$ cat src/rtl/gpioemu_mulpop_pkg.sv
// Shared definitions for the gpioemu multiply + popcount peripheral:
// register offsets, CSR bit positions, FSM states and a popcount helper.
package gpioemu_mulpop_pkg;

  localparam logic [15:0] OFF_A1  = 16'h0000;
  localparam logic [15:0] OFF_A2  = 16'h0008;
  localparam logic [15:0] OFF_W   = 16'h0010;
  localparam logic [15:0] OFF_L   = 16'h0018;
  localparam logic [15:0] OFF_CSR = 16'h0020;

  localparam int CSR_VALID_BIT = 0;
  localparam int CSR_BUSY_BIT  = 1;

  typedef enum logic [1:0] {
    ST_IDLE  = 2'd0,
    ST_MULT  = 2'd1,
    ST_COUNT = 2'd2,
    ST_DONE  = 2'd3
  } state_e;

  function automatic logic [5:0] popcount32(input logic [31:0] v);
    logic [5:0] c;
    c = '0;
    for (int i = 0; i < 32; i++) begin
      c = c + 6'(v[i]);
    end
    return c;
  endfunction

endpackage

$ cat src/rtl/gpioemu_mulpop_if.sv
// Host-side register bus of the gpioemu system, shared by the peripheral and its host.
interface gpioemu_mulpop_if;
  // Strobes are level signals synchronous to clk; the slave acts once per 0->1
  // transition of srd/swr, sampling saddress/sdata_in on that edge. sdata_out is
  // registered and changes only in the cycle after a read edge.
  logic [15:0] saddress;
  logic        srd;
  logic        swr;
  logic [31:0] sdata_in;
  logic [31:0] sdata_out;

  modport master (output saddress, output srd, output swr, output sdata_in, input sdata_out);
  modport slave  (input saddress, input srd, input swr, input sdata_in, output sdata_out);
endinterface

$ cat src/rtl/gpioemu_mulpop_shift_mul.sv
// Sequential shift-add multiplier: operands latched on start_i, one multiplier
// bit consumed per cycle (LSB first), product valid after OP_W steps.
module gpioemu_mulpop_shift_mul #(
  parameter int OP_W = 24
) (
  input  logic              clk,
  input  logic              reset,
  input  logic              start_i,
  input  logic [OP_W-1:0]   a_i,
  input  logic [OP_W-1:0]   b_i,
  output logic [2*OP_W-1:0] prod_o,
  output logic              last_o
);

  localparam int CW = $clog2(OP_W + 1);

  logic [2*OP_W-1:0] mcand_q;
  logic [2*OP_W-1:0] acc_q;
  logic [OP_W-1:0]   mplier_q;
  logic [CW-1:0]     cnt_q;

  always_ff @(posedge clk) begin
    if (reset) begin
      mcand_q  <= '0;
      acc_q    <= '0;
      mplier_q <= '0;
      cnt_q    <= '0;
    end else if (start_i) begin
      mcand_q  <= {{OP_W{1'b0}}, a_i};
      acc_q    <= '0;
      mplier_q <= b_i;
      cnt_q    <= CW'(OP_W);
    end else if (cnt_q != '0) begin
      if (mplier_q[0]) begin
        acc_q <= acc_q + mcand_q;
      end
      mcand_q  <= mcand_q << 1;
      mplier_q <= mplier_q >> 1;
      cnt_q    <= cnt_q - CW'(1);
    end
  end

  // High during the cycle whose closing edge performs the final step.
  assign last_o = (cnt_q == CW'(1));
  assign prod_o = acc_q;

endmodule

$ cat src/rtl/gpioemu_mulpop.sv
// Bus-mapped multiply + popcount peripheral. Optional interrupt output is
// enabled by defining GPIOEMU_MULPOP_IRQ_EN.
module gpioemu_mulpop
  import gpioemu_mulpop_pkg::*;
#(
  parameter int          OP_W  = 24,
  parameter int          RES_W = 32,
  parameter int          CNT_W = 16,
  parameter logic [15:0] BASE  = 16'h0380
) (
  input  logic              clk,
  input  logic              reset,
  gpioemu_mulpop_if.slave   bus,
  input  logic [31:0]       gpio_in,
  input  logic              gpio_latch,
  output logic [31:0]       gpio_out,
  output logic [31:0]       gpio_in_s_insp,
  output state_e            dbg_state_o
`ifdef GPIOEMU_MULPOP_IRQ_EN
  ,
  output logic              irq
`endif
);

  localparam logic [15:0] ADDR_A1  = BASE + OFF_A1;
  localparam logic [15:0] ADDR_A2  = BASE + OFF_A2;
  localparam logic [15:0] ADDR_W   = BASE + OFF_W;
  localparam logic [15:0] ADDR_L   = BASE + OFF_L;
  localparam logic [15:0] ADDR_CSR = BASE + OFF_CSR;

  state_e            state_q;
  logic              srd_q, swr_q;
  logic [31:0]       sdata_out_q;
  logic [31:0]       gpio_in_s_q;
  logic [OP_W-1:0]   a1_q, a2_q;
  logic [RES_W-1:0]  w_q;
  logic [5:0]        l_q;
  logic              valid_q;
  logic [5:0]        pop_q;
  logic              ovf_q;
  logic [CNT_W-1:0]  op_cnt_q;
  logic [31:0]       rd_data_d;
  logic              rd_edge, wr_edge, start_acc, busy;
  logic [2*OP_W-1:0] mul_prod;
  logic              mul_last;
  logic              unused_sdata_hi;

  assign rd_edge   = bus.srd & ~srd_q;
  assign wr_edge   = bus.swr & ~swr_q;
  assign busy      = (state_q != ST_IDLE);
  assign start_acc = wr_edge && (bus.saddress == ADDR_CSR) && (state_q == ST_IDLE);
  assign unused_sdata_hi = ^bus.sdata_in[31:OP_W];

  gpioemu_mulpop_shift_mul #(.OP_W(OP_W)) u_mul (
    .clk     (clk),
    .reset   (reset),
    .start_i (start_acc),
    .a_i     (a1_q),
    .b_i     (a2_q),
    .prod_o  (mul_prod),
    .last_o  (mul_last)
  );

  // Read mux sees register values before any same-cycle write lands.
  always_comb begin
    rd_data_d = '0;
    if (bus.saddress == ADDR_A1) begin
      rd_data_d = 32'(a1_q);
    end else if (bus.saddress == ADDR_A2) begin
      rd_data_d = 32'(a2_q);
    end else if (bus.saddress == ADDR_W) begin
      rd_data_d = 32'(w_q);
    end else if (bus.saddress == ADDR_L) begin
      rd_data_d = 32'(l_q);
    end else if (bus.saddress == ADDR_CSR) begin
      rd_data_d[CSR_BUSY_BIT]  = busy;
      rd_data_d[CSR_VALID_BIT] = valid_q;
    end
  end

  always_ff @(posedge clk) begin
    if (reset) begin
      state_q     <= ST_IDLE;
      srd_q       <= 1'b0;
      swr_q       <= 1'b0;
      sdata_out_q <= '0;
      gpio_in_s_q <= '0;
      a1_q        <= '0;
      a2_q        <= '0;
      w_q         <= '0;
      l_q         <= '0;
      valid_q     <= 1'b1;
      pop_q       <= '0;
      ovf_q       <= 1'b0;
      op_cnt_q    <= '0;
    end else begin
      srd_q <= bus.srd;
      swr_q <= bus.swr;
      if (gpio_latch) gpio_in_s_q <= gpio_in;
      if (rd_edge) sdata_out_q <= rd_data_d;
      if (wr_edge && bus.saddress == ADDR_A1) a1_q <= bus.sdata_in[OP_W-1:0];
      if (wr_edge && bus.saddress == ADDR_A2) a2_q <= bus.sdata_in[OP_W-1:0];
      case (state_q)
        ST_IDLE: begin
          if (start_acc) state_q <= ST_MULT;
        end
        ST_MULT: begin
          if (mul_last) state_q <= ST_COUNT;
        end
        ST_COUNT: begin
          pop_q   <= popcount32(32'(mul_prod[RES_W-1:0]));
          ovf_q   <= ((mul_prod >> RES_W) != '0);
          state_q <= ST_DONE;
        end
        ST_DONE: begin
          // Results become visible all at once so readers never see partial values.
          w_q      <= mul_prod[RES_W-1:0];
          l_q      <= pop_q;
          valid_q  <= ~ovf_q;
          op_cnt_q <= op_cnt_q + CNT_W'(1);
          state_q  <= ST_IDLE;
        end
        default: state_q <= ST_IDLE;
      endcase
    end
  end

`ifdef GPIOEMU_MULPOP_IRQ_EN
  logic irq_q;

  always_ff @(posedge clk) begin
    if (reset) begin
      irq_q <= 1'b0;
    end else if (state_q == ST_DONE) begin
      irq_q <= 1'b1;
    end else if (rd_edge && bus.saddress == ADDR_CSR) begin
      irq_q <= 1'b0;
    end
  end

  assign irq = irq_q;
`endif

  assign bus.sdata_out   = sdata_out_q;
  assign gpio_out        = 32'(op_cnt_q);
  assign gpio_in_s_insp  = gpio_in_s_q;
  assign dbg_state_o     = state_q;

endmodule

$ cat src/flat_wrapper.sv
// flat-port wrapper written by rule: the top's interface ports become plain ports
module gpioemu_mulpop_flat import gpioemu_mulpop_pkg::*;
#(
  parameter int          OP_W  = 24,
  parameter int          RES_W = 32,
  parameter int          CNT_W = 16,
  parameter logic [15:0] BASE  = 16'h0380
)
  (clk, reset, gpio_in, gpio_latch, gpio_out, gpio_in_s_insp, dbg_state_o, bus_saddress, bus_srd, bus_swr, bus_sdata_in, bus_sdata_out);
  gpioemu_mulpop_if bus_i ();
  input  logic clk;
  input  logic reset;
  input  logic [31:0] gpio_in;
  input  logic gpio_latch;
  output logic [31:0] gpio_out;
  output logic [31:0] gpio_in_s_insp;
  output state_e dbg_state_o;
  input wire logic [$bits(bus_i.saddress)-1:0] bus_saddress;
  input wire logic [$bits(bus_i.srd)-1:0] bus_srd;
  input wire logic [$bits(bus_i.swr)-1:0] bus_swr;
  input wire logic [$bits(bus_i.sdata_in)-1:0] bus_sdata_in;
  output wire logic [$bits(bus_i.sdata_out)-1:0] bus_sdata_out;
  assign bus_i.saddress = bus_saddress;
  assign bus_i.srd = bus_srd;
  assign bus_i.swr = bus_swr;
  assign bus_i.sdata_in = bus_sdata_in;
  assign bus_sdata_out = bus_i.sdata_out;
  gpioemu_mulpop #(.OP_W(OP_W), .RES_W(RES_W), .CNT_W(CNT_W), .BASE(BASE)) u_core (.clk(clk), .reset(reset), .bus(bus_i), .gpio_in(gpio_in), .gpio_latch(gpio_latch), .gpio_out(gpio_out), .gpio_in_s_insp(gpio_in_s_insp), .dbg_state_o(dbg_state_o));
endmodule
$ cat config.mk
export PLATFORM = sky130hd
export DESIGN_NAME = gpioemu_mulpop_flat
export DESIGN_NICKNAME = d
export VERILOG_FILES = /design/src/rtl/gpioemu_mulpop_pkg.sv /design/src/rtl/gpioemu_mulpop_if.sv /design/src/rtl/gpioemu_mulpop_shift_mul.sv /design/src/rtl/gpioemu_mulpop.sv /design/src/flat_wrapper.sv
export SDC_FILE = /design/constraint.sdc
export NUM_CORES = 1
export LEC_CHECK = 0
export CAP_MARGIN = 20
export CORE_UTILIZATION = 50
export CTS_BUF_LIST = sky130_fd_sc_hd__clkbuf_8 sky130_fd_sc_hd__clkbuf_16
export CTS_CLUSTER_SIZE = 28
export DETAILED_ROUTE_END_ITERATION = 8
export GPL_ROUTABILITY_DRIVEN = 1
export PLACE_DENSITY = 0.73
export SETUP_SLACK_MARGIN = 0.2
export SLEW_MARGIN = 25
export SYNTH_ARGS = -nofsm -noshare
export SYNTH_HDL_FRONTEND = slang
export SYNTH_HIERARCHICAL = 1
export SYNTH_SLANG_ARGS = --single-unit
$ cat constraint.sdc
create_clock -name clk -period 7.3 [get_ports clk]
set_clock_uncertainty 0.05 [all_clocks]
set_input_delay 1.095 -clock clk [delete_from_list [all_inputs] [get_ports clk]]
set_output_delay 1.095 -clock clk [all_outputs]
set_load 0.02 [all_outputs]
# After elaboration in Yosys (flattened, before gate mapping)
# Cells that the tools add are included.
[classes] n_addsub=34 n_eq_ne=11 muxes=15 bitwise_logic=5 n_reduce_logical=12
[ops] operator="$add A6 B1 Y6" n=30
[ops] operator="$mux W24" n=4
[ops] operator="$mux W32" n=3
[ops] operator="$eq A16 B10 Y1 const B" n=5
[ops] operator="$add A48 B48 Y48" n=1
[ops] operator="$reduce_bool A48 Y1" n=1
[ops] operator="$add A16 B1 Y16 const B" n=1
[ops] operator="$mux W5" n=2
[ops] operator="$mux W2" n=4
[ops] operator="$pmux W2 S4" n=1
[ops] operator="$eq A5 B1 Y1 const B" n=1
[ops] operator="$reduce_bool A5 Y1" n=1
[ops] operator="$sub A5 B1 Y5 const B" n=1
[ops] operator="$eq A2 B2 Y1 const B" n=2
[ops] operator="$logic_and A1 B1 Y1" n=4
[ops] operator="$mux W4" n=1
[ops] operator="$ne A2 B1 Y1 const B" n=2
[ops] operator="$reduce_and A2 Y1" n=2
[ops] operator="$reduce_bool A2 Y1" n=2
[ops] operator="$not A1 Y1" n=3
[ops] operator="$add A1 B1 Y2" n=1
[ops] operator="$and A1 B1 Y1" n=2
[ops] operator="$eq A2 B1 Y1 const B" n=1
[ops] operator="$logic_not A2 Y1" n=1
[ops] operator="$reduce_or A2 Y1" n=1
[totals] regBits=303 out_inout_bits=98 elab_cells=96

# Logic depth before layout (Yosys ltp)
[depth] word_depth=31 depth_mapped=18 mapped_depth_nobuf=18

# Modules after synthesis
# The synthesis kept the hierarchy.
[by_module_without_submodules] mod="gpioemu_mulpop" n_inst=1 cells_each=909 area_each_um2=8045.2
[by_module_without_submodules] mod="gpioemu_mulpop_shift_mul" n_inst=1 cells_each=1029 area_each_um2=7552.2

# Worst setup path after synthesis
# Ideal clock, no wire load.
[synth_path] path_type="reg2reg" from="register u_core.u_mul.acc_q[1] (netlist: u_core/u_mul/prod_o[1])" to="register u_core.pop_q[4]" arrival_ps=4586 required_time_ps=7180 setup_slack_ps=2594 stages_incl_launch_ff=19 path_cell_list="dfxtp_1 -> inv_1 -> fa_1 -> inv_1 -> fa_1 -> fa_1 -> fa_1 -> fa_1 -> inv_1 -> fa_1 -> inv_1 -> ha_1 -> inv_1 -> fa_1 -> nor2b_1 -> o21a_1 -> nor3_1 -> nand3b_1 -> a21oi_1"
[synth_between] elab_chain_len=31
[synth_lines] element="start: declaration" line_no="gpioemu_mulpop_shift_mul.sv:18" source="logic [2*OP_W-1:0] acc_q;"
[synth_lines] element="start signal: assignment" line_no="gpioemu_mulpop_shift_mul.sv:35" source="acc_q <= acc_q + mcand_q;"
[synth_lines] element="$add A1 B1 Y2" line_no="gpioemu_mulpop_pkg.sv:25" source="c = c + 6'(v[i]);"
[synth_lines] element="$add A6 B1 Y6 (30 in a row)" line_no="gpioemu_mulpop_pkg.sv:25"
[synth_lines] element="end signal: assignment" line_no="gpioemu_mulpop.sv:111" source="pop_q <= popcount32(32'(mul_prod[RES_W-1:0]));"
[synth_lines] element="end: declaration" line_no="gpioemu_mulpop.sv:39" source="logic [5:0] pop_q;"
# No other way between the ends.
# A chain may end at the register's enable or synchronous reset.

# Worst setup path in the final report
[layout_path] from="register u_core.u_mul.acc_q[11] (netlist: u_core/u_mul/prod_o[11])" to="register u_core.pop_q[4]"
[layout_between] elab_chain_len=21
[layout_lines] element="$add A6 B1 Y6 (21 in a row)" line_no="gpioemu_mulpop_pkg.sv:25"
# No other way between the ends.

==> run_results.csv <==
group,metric,value,unit
synthesis,ys_async_sr_fraction,0,%
timing,setup_slack,2.303,ns
clock_network,post-cts-setup-buffer-count,0,
place,hpwl,27360,µm
pwr,switching_share,27.34,%
clock_network,htree_levels,2,
route,avgViaCountPerCell,5.559,
pwr,p_per_area,209.4,nW/µm²
die,start_util,50.86,%
route,drt_drc_violations_left,0,
synthesis,syn_area,15600,µm²
pwr,p_seq_share,44.4,%
job,drv_cap,0,
critical_path,cp-start-kind,"register",
die,fp-row-count,64,
clock_network,path_clk_slew,0.06,ns
clock_network,cts-root-buf,"clkbuf_16",
pwr,p_switching,1.043,mW
timing,period_share,68.45,%
die,io_pins,183,
route,wirelength,39640,µm
die,fp.dieArea,31910,µm²
route,drt_iter0_markers,1051,
critical_path,critPathKind,"register to register",
run_status,outcome,"finished clean",
global_routing,antenna_found_initial,0,
pwr,ir_drop,0.2058,mV
timing,fmax,0.2001,GHz
clock_network,cts_tree,"built",
synthesis,synth-main-ff-cell,"dfxtp_1",
place,io_buffers,158,
place,place_area,17150,µm²
timing,fin_setup_tns,0,ns
global_routing,grt_pass1_wl,64760,µm
critical_path,r2r-end,"u_core/pop_q[4]",
timing,grt_setup_unrepaired,"no",
cells_and_area,final_area,18220,µm²
timing,relSlewSlack,32.61,%
place,pre_cts_ws,2.321,ns
hold_path,hold_start,"u_core/bus.sdata_out[14]",
global_routing,grt_usage,25.03,%
clock_network,clockBufferDepth,3,
timing,tightestPinTransition,1.011,ns
clock_network,cts-buffers-inserted,34,
die,die_y,178.6,µm
place,place_congestion,0.9150,
hold_path,hold_end,"u_core/bus.sdata_out[14]",
global_routing,grt_max_degree,98,
global_routing,grt_remaining_overflow,0,
critical_path,arrival,5.38,ns
synthesis,ys_seq_elements,303,
pwr,p_leak,6.935,nW
critical_path,ff2ff_setup_slack,2.30,ns
global_routing,first_global_vias,12770,
synthesis,synth.avg_cell_area,8.048,µm²
cells_and_area,utilization,59.42,%
route,vias,13580,
synthesis,synth_edf_count,0,
cells_and_area,layout-drive-gt1-share,4.888,%
timing,hold_viol_final,0,
timing,fin_crit,4.997,ns
timing,whs,0.4004,ns
route,first_pass_iters,5,
critical_path,end_kind,"register",
pwr,clkPwrFrac,42.6,%
route,ant_nets,0,
clock_network,cts_sinks,303,
critical_path,worstPathMaxFanout,4,
synthesis,synth_seq_area_share,38.89,%
synthesis,syn_inst,1938,
hold_path,min_path_cells,2,
synthesis,synth_cell_type_count,83,
timing,final-max-slew-violation-count,0,
hold_path,hold_path.class,"register to register",
die,die_x,178.6,µm
critical_path,worst_ep_required_time,7.69,ns
die,coreArea,30670,µm²
pwr,p_int,2.772,mW
synthesis,synth_warnings,6,
pwr,pwr-share-comb,13.0,%
critical_path,r2r-start,"u_core/u_mul/prod_o[11]",
cells_and_area,fin_nets,2196,
clock_network,clk_latency,0.50,ns
timing,setup_viol,0,
route,drt-wirelength-per-cell,16.23,µm
critical_path,worstRegToRegCells,18,
cells_and_area,area_growth,16.83,%
cells_and_area,n_antenna_cell,0,
clock_network,cts_resized,0,
clock_network,postCtsHoldBufs,0,
-- state kept, by name (all words and copies together), names as in the netlist, 2 cells and up --
name / count
u_core/op_cnt_q: 16
u_core/dbg_state_o: 2
u_core/a2_q: 24
u_core/a1_q: 24
u_core/pop_q: 6
u_core/bus.sdata_out: 32
u_core/u_mul/cnt_q: 5
u_core/u_mul/mplier_q: 24
u_core/w_q: 32
u_core/u_mul/prod_o: 48
u_core/gpio_in_s_insp: 32
u_core/u_mul/mcand_q: 48
u_core/l_q: 6
-- worst max-delay path, cell delays in order (launching register included) --
cell	delay, ns
dfxtp_1	0.37
inv_1	0.08
fa_1	0.59
inv_1	0.08
fa_1	0.52
fa_1	0.44
fa_1	0.49
fa_1	0.52
inv_1	0.05
fa_1	0.43
inv_1	0.07
ha_1	0.17
inv_1	0.06
fa_1	0.39
nor2b_1	0.13
o21a_1	0.14
nor3_1	0.04
nand3b_1	0.16
a21oi_1	0.15
-- synth_stat cells (all sizes together) (4+ instances only) --
cell type,n,area share [%]
o22ai,23,0.92
a21oi,267,8.6
and3,10,0.41
a21boi,4,0.24
inv,69,1.7
xor2,19,1.1
o211ai,9,0.55
nand3b,5,0.24
or2,4,0.16
clkbuf,84,2.3
a211o,4,0.23
fa,25,3.2
nand3,32,1.0
o21ai,81,2.6
o21a,8,0.39
a211oi,18,0.90
nor2b,32,1.3
nand4,19,0.90
nor2,185,4.5
dfxtp,303,39
buf,50,2.0
o31ai,4,0.28
nor4,8,0.51
a21o,30,1.5
ha,62,5.0
xnor2,35,2.0
and4,8,0.45
and2,8,0.33
mux2i,76,4.9
nand2,373,9.0
nor3,15,0.51
a31oi,7,0.28
o21bai,6,0.29
or3,7,0.28
nand2b,13,0.52
-- kinds of logic after synthesis --
logic type	count (synthesis)	share of synthesized area [%]
flops	303	38.89
other cells	1	0.02404
buf+inv	204	6.040
mux	78	5.022
fa+ha+maj	87	8.182
compound gates	477	17.70
xor+xnor	54	3.032
simple gates	734	21.11
-- layout by cell type (no fill, tap or decap), drive strengths merged, types with 30 or more instances in the layout --
cell type and count:
clkdlybuf4s50 155, xnor2 35, nor2b 32, a21oi 267
inv 80, mux2i 76, nand3 32, ha 62
dfxtp 303, o21ai 81, nand2 373, a21o 30
nor2 185, clkbuf 41
-- cell type report --
cell class                      instances  area (µm²)
Tap cell                              396       495.5
Clock buffer                           41       958.4
Sequential cell                       303        6066
Inverter                               69       259.0
Clock inverter                         17       106.4
Timing Repair Buffer                  170        1663
Multi-Input combinational cell       1446        8675
Fill cell                            2725       12450
-- routing by layer --
| metal | global-route usage [%] | vias up | share of wire [%] |
|---|---|---|---|
| met4 | 6.780 | 0 | 2.1 |
| met2 | 41.88 | 357 | 47 |
| li1 | - | 6720 | - |
| met5 | 0 | - | 0 |
| met1 | 33.98 | 6442 | 46 |
| met3 | 2.856 | 56 | 4.9 |
-- stage by stage --
| step | std cells | total power [mW] |
|---|---|---|
| 3_5_place_dp | 2384 | 2.227 |
| 2_1_floorplan | 1953 | 2.045 |
| 3_3_place_gp | 2384 | 2.212 |
| 6_report | 2442 | 3.816 |
| 4_1_cts | 2442 | 3.844 |
| 5_1_grt | 2442 | 3.961 |
-- how the worst max path moves through the flow --
stage | from | to
after detailed placement | u_core/u_mul/prod_o[11] | u_core/pop_q[4]
after global placement | bus_saddress[3] | u_core/u_mul/prod_o[44]
final | u_core/u_mul/prod_o[11] | u_core/pop_q[4]
after floorplan | u_core/u_mul/prod_o[1] | u_core/pop_q[4]
after global routing | u_core/u_mul/prod_o[11] | u_core/pop_q[4]
after CTS | u_core/u_mul/prod_o[11] | u_core/pop_q[4]
-- power by group through the flow --
stage,Sequential [mW],Combinational [mW],Clock (mW)
after floorplan,1.74,0.300,0
after global placement,1.73,0.481,0
after detailed placement,1.73,0.495,0
after CTS,1.70,0.493,1.65
after global routing,1.70,0.533,1.73
final,1.70,0.496,1.62
Power figures use the tool's default switching activity.
